===== src/rtl/mips_pipe_pkg.sv =====
// Shared pipeline-control types for the MIPS hazard/forwarding scoreboard:
// forward-select codes, the shadow stage-entry struct and its bubble value.
package mips_pipe_pkg;

  // Shadow entries carry up to this many destination bits; REG_AW must not exceed it.
  localparam int DEST_W = 8;

  localparam logic [1:0] FWD_REG = 2'd0;
  localparam logic [1:0] FWD_MEM = 2'd1;
  localparam logic [1:0] FWD_WB  = 2'd2;

  typedef struct packed {
    logic              valid;
    logic [DEST_W-1:0] dest;
    logic              wb_en;
    logic              mem_r;
  } stage_ctl_t;

  localparam stage_ctl_t STAGE_BUBBLE = '{
    valid: 1'b0,
    dest:  {DEST_W{1'b0}},
    wb_en: 1'b0,
    mem_r: 1'b0
  };

  // The nearer stage holds the younger value, so MEM beats WB.
  function automatic logic [1:0] pick_fwd(input logic mem_hit, input logic wb_hit);
    logic [1:0] sel;
    if (mem_hit) begin
      sel = FWD_MEM;
    end else if (wb_hit) begin
      sel = FWD_WB;
    end else begin
      sel = FWD_REG;
    end
    return sel;
  endfunction

endpackage


===== src/rtl/hazard_fwd_scoreboard_reg_match.sv =====
// Combinational producer/consumer comparator: a stage entry that will write a
// nonzero register equal to a source the consumer actually reads.
module reg_match #(
  parameter int REG_AW = 5
) (
  input  logic              valid,
  input  logic              wb_en,
  input  logic [REG_AW-1:0] dest,
  input  logic [REG_AW-1:0] src,
  input  logic              src_used,
  output logic              match
);

  // Register 0 is hardwired zero, so it never creates a dependency.
  always_comb begin
    match = valid & wb_en & src_used & (dest != {REG_AW{1'b0}}) & (dest == src);
  end

endmodule


===== src/rtl/hazard_fwd_scoreboard.sv =====
// Hazard and forwarding controller for the 5-stage pipeline with shadow EX/MEM/WB
// control state and a multi-cycle load wait that freezes the whole pipeline.
module hazard_fwd_scoreboard
  import mips_pipe_pkg::*;
#(
  parameter int REG_AW   = 5,
  parameter int MEM_WAIT = 0
) (
  input  logic              clk,
  input  logic              rst,
  input  logic              is_forward,
  input  logic              id_valid,
  input  logic [REG_AW-1:0] id_src1,
  input  logic [REG_AW-1:0] id_src2,
  input  logic              id_src2_used,
  input  logic [REG_AW-1:0] id_dest,
  input  logic              id_wb_en,
  input  logic              id_mem_r_en,
  input  logic              flush,
  output logic              hazard,
  output logic              freeze,
  output logic              mem_busy,
  output logic [1:0]        fwd_a_sel,
  output logic [1:0]        fwd_b_sel
);

  stage_ctl_t        ex_r;
  stage_ctl_t        mem_stage_r;
  stage_ctl_t        wb_r;
  logic [REG_AW-1:0] ex_src1_r;
  logic [REG_AW-1:0] ex_src2_r;
  logic              ex_src2_used_r;

  stage_ctl_t        id_ent_s;
  logic              mem_busy_s;
  logic              flush_eff_s;
  logic              hazard_s;
  logic              ex_m1_s, ex_m2_s, mem_m1_s, mem_m2_s;
  logic              fa_mem_s, fb_mem_s, fa_wb_s, fb_wb_s;
  logic [1:0]        fwd_a_s, fwd_b_s;
  logic              unused_s;

  assign id_ent_s = '{
    valid: 1'b1,
    dest:  DEST_W'(id_dest),
    wb_en: id_wb_en,
    mem_r: id_mem_r_en
  };

  // A branch cannot be taken while the pipeline is frozen, so flush only counts when advancing.
  assign flush_eff_s = flush & ~mem_busy_s;

  // ID sources against the EX and MEM producers (hazard detection).
  reg_match #(.REG_AW(REG_AW)) u_ex_src1 (
    .valid(ex_r.valid), .wb_en(ex_r.wb_en), .dest(ex_r.dest[REG_AW-1:0]),
    .src(id_src1), .src_used(1'b1), .match(ex_m1_s));
  reg_match #(.REG_AW(REG_AW)) u_ex_src2 (
    .valid(ex_r.valid), .wb_en(ex_r.wb_en), .dest(ex_r.dest[REG_AW-1:0]),
    .src(id_src2), .src_used(id_src2_used), .match(ex_m2_s));
  reg_match #(.REG_AW(REG_AW)) u_mem_src1 (
    .valid(mem_stage_r.valid), .wb_en(mem_stage_r.wb_en), .dest(mem_stage_r.dest[REG_AW-1:0]),
    .src(id_src1), .src_used(1'b1), .match(mem_m1_s));
  reg_match #(.REG_AW(REG_AW)) u_mem_src2 (
    .valid(mem_stage_r.valid), .wb_en(mem_stage_r.wb_en), .dest(mem_stage_r.dest[REG_AW-1:0]),
    .src(id_src2), .src_used(id_src2_used), .match(mem_m2_s));

  // EX sources against the MEM and WB producers (forward selection).
  reg_match #(.REG_AW(REG_AW)) u_fwd_mem_a (
    .valid(mem_stage_r.valid), .wb_en(mem_stage_r.wb_en), .dest(mem_stage_r.dest[REG_AW-1:0]),
    .src(ex_src1_r), .src_used(1'b1), .match(fa_mem_s));
  reg_match #(.REG_AW(REG_AW)) u_fwd_mem_b (
    .valid(mem_stage_r.valid), .wb_en(mem_stage_r.wb_en), .dest(mem_stage_r.dest[REG_AW-1:0]),
    .src(ex_src2_r), .src_used(ex_src2_used_r), .match(fb_mem_s));
  reg_match #(.REG_AW(REG_AW)) u_fwd_wb_a (
    .valid(wb_r.valid), .wb_en(wb_r.wb_en), .dest(wb_r.dest[REG_AW-1:0]),
    .src(ex_src1_r), .src_used(1'b1), .match(fa_wb_s));
  reg_match #(.REG_AW(REG_AW)) u_fwd_wb_b (
    .valid(wb_r.valid), .wb_en(wb_r.wb_en), .dest(wb_r.dest[REG_AW-1:0]),
    .src(ex_src2_r), .src_used(ex_src2_used_r), .match(fb_wb_s));

  // Stall decision; WB producers never stall because the regfile writes before it reads.
  always_comb begin
    hazard_s = 1'b0;
    if (!id_valid || flush_eff_s) begin
      hazard_s = 1'b0;
    end else if (is_forward) begin
      hazard_s = ex_r.mem_r & (ex_m1_s | ex_m2_s);
    end else begin
      hazard_s = ex_m1_s | ex_m2_s | mem_m1_s | mem_m2_s;
    end
  end

  // Operand selects for EX; load data is not available in MEM, so a load there never forwards.
  always_comb begin
    fwd_a_s = FWD_REG;
    fwd_b_s = FWD_REG;
    if (!ex_r.valid || !is_forward) begin
      fwd_a_s = FWD_REG;
      fwd_b_s = FWD_REG;
    end else begin
      fwd_a_s = pick_fwd(fa_mem_s & ~mem_stage_r.mem_r, fa_wb_s);
      fwd_b_s = pick_fwd(fb_mem_s & ~mem_stage_r.mem_r, fb_wb_s);
    end
  end

  generate
    if (MEM_WAIT > 0) begin : g_wait
      localparam int CNT_W = $clog2(MEM_WAIT + 1);
      logic [CNT_W-1:0] cnt_r;

      // Wait counter: armed when a valid load advances into MEM, counts down while busy.
      always_ff @(posedge clk or posedge rst) begin
        if (rst) begin
          cnt_r <= {CNT_W{1'b0}};
        end else if (cnt_r != {CNT_W{1'b0}}) begin
          cnt_r <= cnt_r - CNT_W'(1);
        end else if (ex_r.valid && ex_r.mem_r) begin
          cnt_r <= CNT_W'(MEM_WAIT);
        end else begin
          cnt_r <= {CNT_W{1'b0}};
        end
      end

      assign mem_busy_s = (cnt_r != {CNT_W{1'b0}});
    end else begin : g_no_wait
      assign mem_busy_s = 1'b0;
    end
  endgenerate

  // Shadow pipeline: shifts on advancing cycles, holds completely while a load waits.
  always_ff @(posedge clk or posedge rst) begin
    if (rst) begin
      ex_r           <= STAGE_BUBBLE;
      mem_stage_r    <= STAGE_BUBBLE;
      wb_r           <= STAGE_BUBBLE;
      ex_src1_r      <= {REG_AW{1'b0}};
      ex_src2_r      <= {REG_AW{1'b0}};
      ex_src2_used_r <= 1'b0;
    end else if (!mem_busy_s) begin
      wb_r        <= mem_stage_r;
      mem_stage_r <= ex_r;
      if (id_valid && !hazard_s && !flush) begin
        ex_r           <= id_ent_s;
        ex_src1_r      <= id_src1;
        ex_src2_r      <= id_src2;
        ex_src2_used_r <= id_src2_used;
      end else begin
        ex_r           <= STAGE_BUBBLE;
        ex_src1_r      <= {REG_AW{1'b0}};
        ex_src2_r      <= {REG_AW{1'b0}};
        ex_src2_used_r <= 1'b0;
      end
    end
  end

  assign hazard    = hazard_s;
  assign freeze    = hazard_s | mem_busy_s;
  assign mem_busy  = mem_busy_s;
  assign fwd_a_sel = fwd_a_s;
  assign fwd_b_sel = fwd_b_s;

  assign unused_s = ^{wb_r, mem_stage_r.dest, ex_r.dest};

endmodule


===== config.mk =====
export PLATFORM = sky130hd
export DESIGN_NAME = hazard_fwd_scoreboard
export DESIGN_NICKNAME = d
export VERILOG_FILES = /design/src/rtl/mips_pipe_pkg.sv /design/src/rtl/hazard_fwd_scoreboard_reg_match.sv /design/src/rtl/hazard_fwd_scoreboard.sv
export SDC_FILE = /design/constraint.sdc
export NUM_CORES = 1
export LEC_CHECK = 0
export BUFFER_PORTS_ARGS = -buffer_cell sky130_fd_sc_hd__buf_2
export CAP_MARGIN = 20
export CORE_MARGIN = 3
export CORE_UTILIZATION = 54
export DETAILED_ROUTE_END_ITERATION = 6
export PLACE_DENSITY = 0.78
export SYNTH_ARGS = -nofsm -noshare
export SYNTH_HDL_FRONTEND = slang
export SYNTH_SLANG_ARGS = --single-unit

===== constraint.sdc =====
create_clock -name clk -period 2.62 [get_ports clk]
set_input_delay 0.524 -clock clk [delete_from_list [all_inputs] [get_ports clk]]
set_output_delay 0.524 -clock clk [all_outputs]
set_load 0.03 [all_outputs]

==> results.cfg, run 1 <==
[outcome]
status = finished clean

[drt]
viasPerCell = 5.48
drt-total-wl_mm = 3.24
drc = 0
postRouteAntennaNets = 0
wl_per_cell_um = 15.6
drt_iter0_drc = 50
vias = 1140
drt_pre_antenna_iters = 4

[pwr]
power.leakage_nw = 0.968
p_per_area_nw_per_um2 = 529
max-vdd-ir-drop_mv = 0.396
finalPower_uw = 990

[worst_setup_path]
endpoint_kind = output port
worst-setup-path-type = flop to output port
cp.required_ns = 2.10
crit_fanout = 2
crit_path_start_kind = flop
arrival_ns = 2.03
path_cells = or3_4 -> o311a_1 -> nor2b_4 -> nand4_1 -> nor3b_2 -> buf_4
cp_slowest_cell = dfrtp_2
critPathMaxStageDelay_ns = 0.42

[finish]
drive_above_1_share_pct = 28.8
num_antenna_cells = 0
syn_to_final_growth_pct = 16.8
fin_nets = 199
finalInstanceArea_um2 = 1870

[logic_synthesis]
postSynthAreaPerCell_um2 = 11.1
yosysSeqAreaShare_pct = 53.0
ys_ff_latch = 34
synth_commonest_cells = dfrtp_1 (34), xnor2_1 (26), and3_1 (18)
syn_area_um2 = 1600
synth.largest_area_cell = dfrtp_1
synthCells = 144
yosysUniqueCellTypes = 26
synth_edf_count = 0
synth.most_common_cell = dfrtp_1
ys_top_cells_by_area = dfrtp_1 (53%), xnor2_1 (14%), xor2_1 (7.6%)
synthesis.nets = 167
yosysWarnings = 0
synthArstFlopShare_pct = 100
netlist.area_leader.share_pct = 53.0
dominantRegCellSynth = dfrtp_1

[clocking]
cts_buffer_depth = 2
postCtsHoldBufs = 0
insertion_delay_ns = 0.34
root_buffer = clkbuf_4
htree_levels = 2
clk_pin_slew_worst_paths_ns = 0.10
cts_tree = built
numCtsBuffers = 5
clock-sinks = 34

[floorplanning]
pin_count = 30
fp-row-count = 19
die_y_um = 60.5
start_util_pct = 57.2
dieArea_um2 = 3660
core-area_um2 = 2810
die_w_um = 60.5

[global_routing]
antenna_found_initial = 0
grt_pass1_vias = 1066
grt_pass1_wl_mm = 4.99
grt_usage_pct = 19.9
gr-total-overflow = 0
grt_max_degree = 35

[timing]
period_needed_ns = 2.56
final.setup.worst_slack_ns = 0.0638
hold_viol = 0
rsz0062_at_grt = yes
fmax_mhz = 391
setup-violations-final = 0
skew_ns = 0.00427
slew_viol_final = 0
finalCritPeriodShare_pct = 97.6

[worst_hold_path]
min_path_type = input port to asynchronous set/reset pin

[job]
timing.max_cap.violations = 0

[place]
portBuffers = 28
place_area_um2 = 1750
gp_congestion = 0.888
hpwl_mm = 2.37
pre_cts_ws_ns = 0.316
[worst max-delay path, delay by kind of cell, from the launching register on]
| kind | cells | cell delay [ns] |
|---|---|---|
| compound gates | 1 | 0.33 |
| buf+inv | 1 | 0.18 |
| flops | 1 | 0.42 |
| simple gates | 4 | 0.78 |
[layout make-up]
cell class                 count  area, um^2
clock inverter                 2        12.5
timing repair buffer          36         205
tap                           31        38.8
fill                         224         932
inverter                       2        7.51
clock buffer                   6        51.3
sequential                    34         855
multi-input combinational     97         703
[layout by cell type, fill, tap and decap left out, drive strengths merged, types with 3 or more instances in the layout]
cell    count
and3       18
buf        36
clkbuf      6
dfrtp      34
nand2       6
nand3       4
nand4       4
nor2        4
nor2b       3
nor3        4
xnor2      26
xor2       14
[metal layers]
layer  global-route usage (%)  part of all wire [%]
met3                     7.23                   4.8
met1                     23.7                    43
met5                        0                     0
met2                     30.4                    50
met4                     13.0                   2.8
[worst paths after layout]
check | startpoint | endpoint | slack [ns] | depth (start not counted)
min | rst | mem_stage_r[1]$_DFF_PP0_ | 0.25 | 3
max in group asynchronous | rst | mem_stage_r[2]$_DFF_PP0_ | 2.07 | 3
min in group clk | ex_r[0]$_DFF_PP0_ | mem_stage_r[0]$_DFF_PP0_ | 0.39 | 0
max reg2reg | mem_stage_r[3]$_DFF_PP0_ | ex_src2_r[4]$_DFF_PP0_ | 0.73 | 5
max | mem_stage_r[3]$_DFF_PP0_ | fwd_a_sel[1] | 0.06 | 6
min reg2reg | ex_r[0]$_DFF_PP0_ | mem_stage_r[0]$_DFF_PP0_ | 0.39 | 0
[logic make-up (layout without fill, tap and decap cells)]
family / Yosys count / in the layout / synth area share [%]
and+or+nand+nor: 49 / 49 / 17.1
xor gates and xnor gates: 40 / 40 / 21.8
DFF: 34 / 34 / 53.0
buffers and inverters: 13 / 46 / 4.52
AOI/OAI and AO/OA: 7 / 7 / 3.28
other: 1 / 1 / 0.234
[power breakdown]
group	total, mW	internal, mW	switching, mW
Sequential	0.567	0.545	0.0216
Combinational	0.121	0.0620	0.0593
Clock	0.302	0.129	0.173
Total	0.990	0.736	0.254
[state kept, by name, indices dropped and copies added (netlist names)]
name / cells
ex_r: 8
mem_stage_r: 8
wb_r: 7
ex_src1_r: 5
ex_src2_r: 5
ex_src2_used_r: 1
[repair_timing]
action                     in CTS  in global routing
gates resized for setup         4                  4
pin swaps                       0                  1
buffers inserted                2                  3
setup endpoints to repair       2                  4
gates cloned                    0                  0
[metrics by stage]
step / hold slack, ns / utilization (%) / setup TNS [ns] / std cells
2_1_floorplan: 0.349 / - / 0 / 144
3_3_place_gp: 0.361 / 62.4 / 0 / 195
3_5_place_dp: 0.364 / 62.4 / 0 / 195
4_1_cts: 0.253 / 65.5 / 0 / 205
5_1_grt: 0.276 / 66.8 / -0.108 / 208
6_report: 0.248 / 66.8 / 0 / 208
Power figures use the tool's default switching activity.
==> inputs of run 2 (changes only) <==
--- a/config.mk
+++ b/config.mk
@@ -7,10 +7,11 @@
 export LEC_CHECK = 0
 export BUFFER_PORTS_ARGS = -buffer_cell sky130_fd_sc_hd__buf_2
 export CAP_MARGIN = 20
+export CORE_ASPECT_RATIO = 0.9
 export CORE_MARGIN = 3
-export CORE_UTILIZATION = 54
+export CORE_UTILIZATION = 58
 export DETAILED_ROUTE_END_ITERATION = 6
-export PLACE_DENSITY = 0.78
+export PLACE_DENSITY = 0.83
 export SYNTH_ARGS = -nofsm -noshare
 export SYNTH_HDL_FRONTEND = slang
 export SYNTH_SLANG_ARGS = --single-unit
==> constraint.sdc (replaced) <==
create_clock -name clk -period 3.01 [get_ports clk]
set_input_delay 0.602 -clock clk [delete_from_list [all_inputs] [get_ports clk]]
set_output_delay 0.602 -clock clk [all_outputs]
set_load 0.03 [all_outputs]
==> run 2 against run 1 <==
Effect of this change: total power is 9.7% lower; sequential power down 13%; clock skew rose by 0.0032 ns; critical path depth is the same; die area down 6.2%; utilization up 4.4 points.
==> results.cfg, run 2 (synthesized netlist as in run 1, its figures left out) <==
[finish]
final_cells = 200
reg_top3 = ex_r x8, mem_stage_r x8, wb_r x7
final_common_cell = dfrtp_1
drive_above_1_share_pct = 22.7
final_cell_mix = dfrtp_1 (34), buf_2 (28), xnor2_1 (26)
num_antenna_cells = 0
syn_to_final_growth_pct = 13.2
fill_cells = 189
fin_nets = 194

[timing]
finalSetupTns_ns = 0
skew_ns = 0.00749
setup-violations-final = 0
fmax_mhz = 357
period_needed_ns = 2.80
hold_viol = 0
slew_viol_final = 0
rsz0062_at_grt = no
finalCritPeriodShare_pct = 93.2

[worst_setup_path]
arrival_ns = 2.20
worst-setup-path-type = flop to output port
cp.required_ns = 2.41
crit_fanout = 6
endpoint_kind = output port
crit_path_start_kind = flop

[clocking]
insertion_delay_ns = 0.33
cts_buffer_depth = 2
postCtsHoldBufs = 0
post_cts_buffers = 0
root_buffer = clkbuf_4
clock-sinks = 34
cts_resized = 0
htree_levels = 2
cts_tree = built
numCtsBuffers = 5
clk_pin_slew_worst_paths_ns = 0.10

[drt]
wl_per_cell_um = 15.8
postRouteAntennaNets = 0
vias = 1126
viasPerCell = 5.63
drt-total-wl_mm = 3.16
drt_pre_antenna_iters = 4
drc = 0
drt_iter0_drc = 61

[floorplanning]
die_w_um = 61.4
start_util_pct = 62.8
pin_count = 30
fp-row-count = 17
core-area_um2 = 2550
die_y_um = 55.9
dieArea_um2 = 3430

[worst_hold_path]
min_path_type = input port to asynchronous set/reset pin

[pwr]
max-vdd-ir-drop_mv = 0.325
power.leakage_nw = 0.953
p_per_area_nw_per_um2 = 493
finalPower_uw = 894

[job]
timing.max_cap.violations = 0

[outcome]
status = finished clean

[place]
dp_cells = 192
portBuffers = 28
gp_congestion = 0.862
hpwl_mm = 2.45

[global_routing]
grt_pass1_vias = 1183
gr-total-overflow = 0
grt_pass1_wl_mm = 5.33
grt_usage_pct = 22.0
antenna_found_initial = 0
grt_max_degree = 35
## run 2: changes by cell type in the layout (fill, tap and decap cells not counted), moves of 2 or more
cell | before | now
buf_4 | 10 | 3
dfrtp_1 | 31 | 34
dfrtp_2 | 3 | 0
buf_2 | 26 | 28
clkbuf_8 | 1 | 3
nor3b_1 | 0 | 2
nor3b_2 | 2 | 0
## run 2: worst max-delay path, cell delays in order, from the launching register on
cell	delay, ns
dfrtp_1	0.48
or3_1	0.40
o311a_1	0.33
nor2b_1	0.16
nand4_1	0.10
nor3b_1	0.18
buf_2	0.22
## run 2: per-layer routing
metal	vias up	GRT usage, %	routed length, um
met2	48	34.7	1590
met5	-	0	0
met4	0	16.1	164
li1	534	-	-
met1	529	25.2	1230
met3	15	4.87	178
## run 2: layout make-up
class | count | area (um^2) | share of cell area [%]
multi-input combinational | 97 | 681 | 37.5
clock buffer | 8 | 78.8 | 4.34
inverter | 2 | 7.51 | 0.414
tap | 28 | 35.0 | 1.93
sequential | 34 | 851 | 46.9
timing repair buffer | 31 | 163 | 8.96
## run 2: final timing paths
| path | start | slack (ns) | to | cells past startpoint |
|---|---|---|---|---|
| min reg2reg | ex_r[0]$_DFF_PP0_ | 0.38 | mem_stage_r[0]$_DFF_PP0_ | 0 |
| max | mem_stage_r[3]$_DFF_PP0_ | 0.21 | fwd_b_sel[1] | 6 |
| min | rst | 0.34 | wb_r[4]$_DFF_PP0_ | 3 |
| min in group clk | ex_r[0]$_DFF_PP0_ | 0.38 | mem_stage_r[0]$_DFF_PP0_ | 0 |
| max reg2reg | mem_stage_r[3]$_DFF_PP0_ | 0.99 | ex_src2_used_r$_DFF_PP0_ | 5 |
| max in group asynchronous | rst | 2.38 | mem_stage_r[5]$_DFF_PP0_ | 3 |
## run 2: through the flow
step | area, um^2 | hold slack [ns] | utilization (%) | setup WS (ns)
finish | 1820 | 0.344 | 71.1 | 0.205
CTS | 1820 | 0.345 | 71.1 | 0.199
global placement | 1740 | 0.362 | 68.0 | 0.660
floorplan | 1600 | 0.349 | - | 0.293
global route | 1820 | 0.375 | 71.1 | 0.115
detailed placement | 1740 | 0.360 | 68.0 | 0.593
## run 2: where the power goes
group	switching (mW)	total [mW]	internal (mW)	leakage (nW)
Clock	0.142	0.302	0.160	0.0446
Combinational	0.0480	0.0976	0.0497	0.453
Sequential	0.0208	0.495	0.474	0.456
Total	0.211	0.894	0.684	0.953
==> inputs of run 3 (changes only) <==
--- a/config.mk
+++ b/config.mk
@@ -12,6 +12,7 @@
 export CORE_UTILIZATION = 58
 export DETAILED_ROUTE_END_ITERATION = 6
 export PLACE_DENSITY = 0.83
+export SETUP_SLACK_MARGIN = 0.4
 export SYNTH_ARGS = -nofsm -noshare
 export SYNTH_HDL_FRONTEND = slang
 export SYNTH_SLANG_ARGS = --single-unit
==> run 3 against run 2 <==
Effect of this change: via count is 0.53% higher; sequential cell count unchanged; critical path depth is the same; sequential share of layout area is 0.93 points lower; combinational power grew 7%; clock skew down 0.0036 ns; utilization rose by 1.8 points; sequential power is essentially flat; total power is 2.3% higher; fmax grew 7.6%; die area did not move; largest power group unchanged.
==> results.cfg, run 3 (synthesized netlist as in run 1, its figures left out) <==
[floorplanning]
start_util_pct = 62.8
die_w_um = 61.4
fp-row-count = 17
pin_count = 30
dieArea_um2 = 3430
core-area_um2 = 2550
die_y_um = 55.9

[timing]
whs_ns = 0.327
slew_viol_final = 0
finalCritPeriodShare_pct = 86.6
skew_ns = 0.00388
fmax_mhz = 383
finalSetupTns_ns = 0
slew_headroom_pct = 58.9
setup-violations-final = 0
final.setup.worst_slack_ns = 0.402
rsz0062_at_grt = yes
hold_viol = 0
period_needed_ns = 2.61
worstMarginPinSlew_ns = 0.616

[global_routing]
grt_usage_pct = 22.1
grt_pass1_wl_mm = 5.34
grt_max_degree = 20
antenna_found_initial = 0
gr-total-overflow = 0
grt_pass1_vias = 1143

[worst_setup_path]
r2r-end = ex_src2_r[4]$_DFF_PP0_
crit_path_start_kind = flop
regToRegSetupSlack_ns = 1.12
worst-setup-path-type = flop to output port
arrival_ns = 2.01
endpoint_kind = output port
r2r_cells = 5
crit_fanout = 2
cp.required_ns = 2.41
timing.rr.start = mem_stage_r[3]$_DFF_PP0_

[pwr]
power.leakage_nw = 0.963
p_per_area_nw_per_um2 = 492
max-vdd-ir-drop_mv = 0.332

[finish]
drive_above_1_share_pct = 26.3
final_common_cell = dfrtp_1
syn_to_final_growth_pct = 16.0
num_antenna_cells = 0
reg_top3 = ex_r x8, mem_stage_r x8, wb_r x7
fin_nets = 197
final_cell_mix = dfrtp_1 (31), xnor2_1 (26), buf_2 (26)

[place]
pre_cts_ws_ns = 0.621
portBuffers = 28
hpwl_mm = 2.41
gp_congestion = 0.876

[clocking]
clk_pin_slew_worst_paths_ns = 0.10
cts_buffer_depth = 2
root_buffer = clkbuf_4
cts_tree = built
clock-sinks = 34
htree_levels = 2
numCtsBuffers = 5
insertion_delay_ns = 0.33

[drt]
wl_met3_um = 193
wl_met2_mm = 1.67
viasPerCell = 5.58
postRouteAntennaNets = 0
wl_per_cell_um = 15.9
drt-total-wl_mm = 3.23
met1_length_mm = 1.34
drc = 0
drt_iter0_drc = 41
vias = 1132
drt_pre_antenna_iters = 4
top_layer = met4

[outcome]
status = finished clean

[worst_hold_path]
min_path_type = input port to asynchronous set/reset pin

[job]
timing.max_cap.violations = 0
run 3: cell count changes in the layout (fill, tap and decap cells not counted), sizes merged:
cell / before / now
clkbuf: 8 / 7
bufinv: 0 / 1
buf: 31 / 34
run 3: worst max-delay path by stage:
stage                                         from           end  slack, ns  depth (start not counted)
after CTS                 mem_stage_r[3]$_DFF_PP0_  fwd_b_sel[1]       0.39                          6
after floorplan                         id_src1[3]        hazard       0.41                          7
after global routing      mem_stage_r[3]$_DFF_PP0_  fwd_b_sel[1]       0.31                          6
after detailed placement  mem_stage_r[3]$_DFF_PP0_  fwd_b_sel[1]       0.62                          6
final                     mem_stage_r[3]$_DFF_PP0_  fwd_b_sel[1]       0.40                          6
after global placement    mem_stage_r[3]$_DFF_PP0_  fwd_b_sel[1]       0.69                          6
run 3: what timing repair did:
item,4_1_cts,5_1_grt
hold buffers,0,0
buffers inserted,3,0
endpoints found under the setup margin,5,4
gates resized for setup,7,0
run 3: where the power goes:
part           internal, mW  leakage (nW)  total (mW)  switching, mW
clock                 0.176        0.0395       0.319          0.142
combinational        0.0518         0.473       0.104         0.0521
sequential            0.475         0.451       0.493         0.0179
total                 0.703         0.963       0.915          0.213
run 3: metal layers:
metal  GRT usage, %  up-vias
li1               -      540
met1           27.2      549
met4           6.97        0
met3           8.35        4
met2           35.5       39
met5              0        -
run 3: area by class of cell:
type,count,area (um^2)
clock inverters,1,30.0
fillers,178,692
clock buffers,7,45.0
flip-flops and latches,34,855
inverters,2,7.51
well taps,28,35.0
multi-input cells,97,698
repair buffers,34,190
run 3: metrics by stage:
stage | instances | power [mW] | utilization, % | instance area, um^2
final | 203 | 0.915 | 72.9 | 1860
after global routing | 203 | 0.963 | 72.9 | 1860
after CTS | 203 | 0.921 | 72.9 | 1860
after detailed placement | 192 | 0.602 | 68.4 | 1750
after global placement | 192 | 0.598 | 68.4 | 1750
after floorplan | 144 | 0.567 | - | 1610
run 3: critical path, stage by stage, from the launching register on:
cell and delay [ns]:
dfrtp_2 0.41, or3_1 0.37, o311a_1 0.33, nor2b_4 0.14, nand4_1 0.09, nor3b_2 0.16, buf_4 0.18
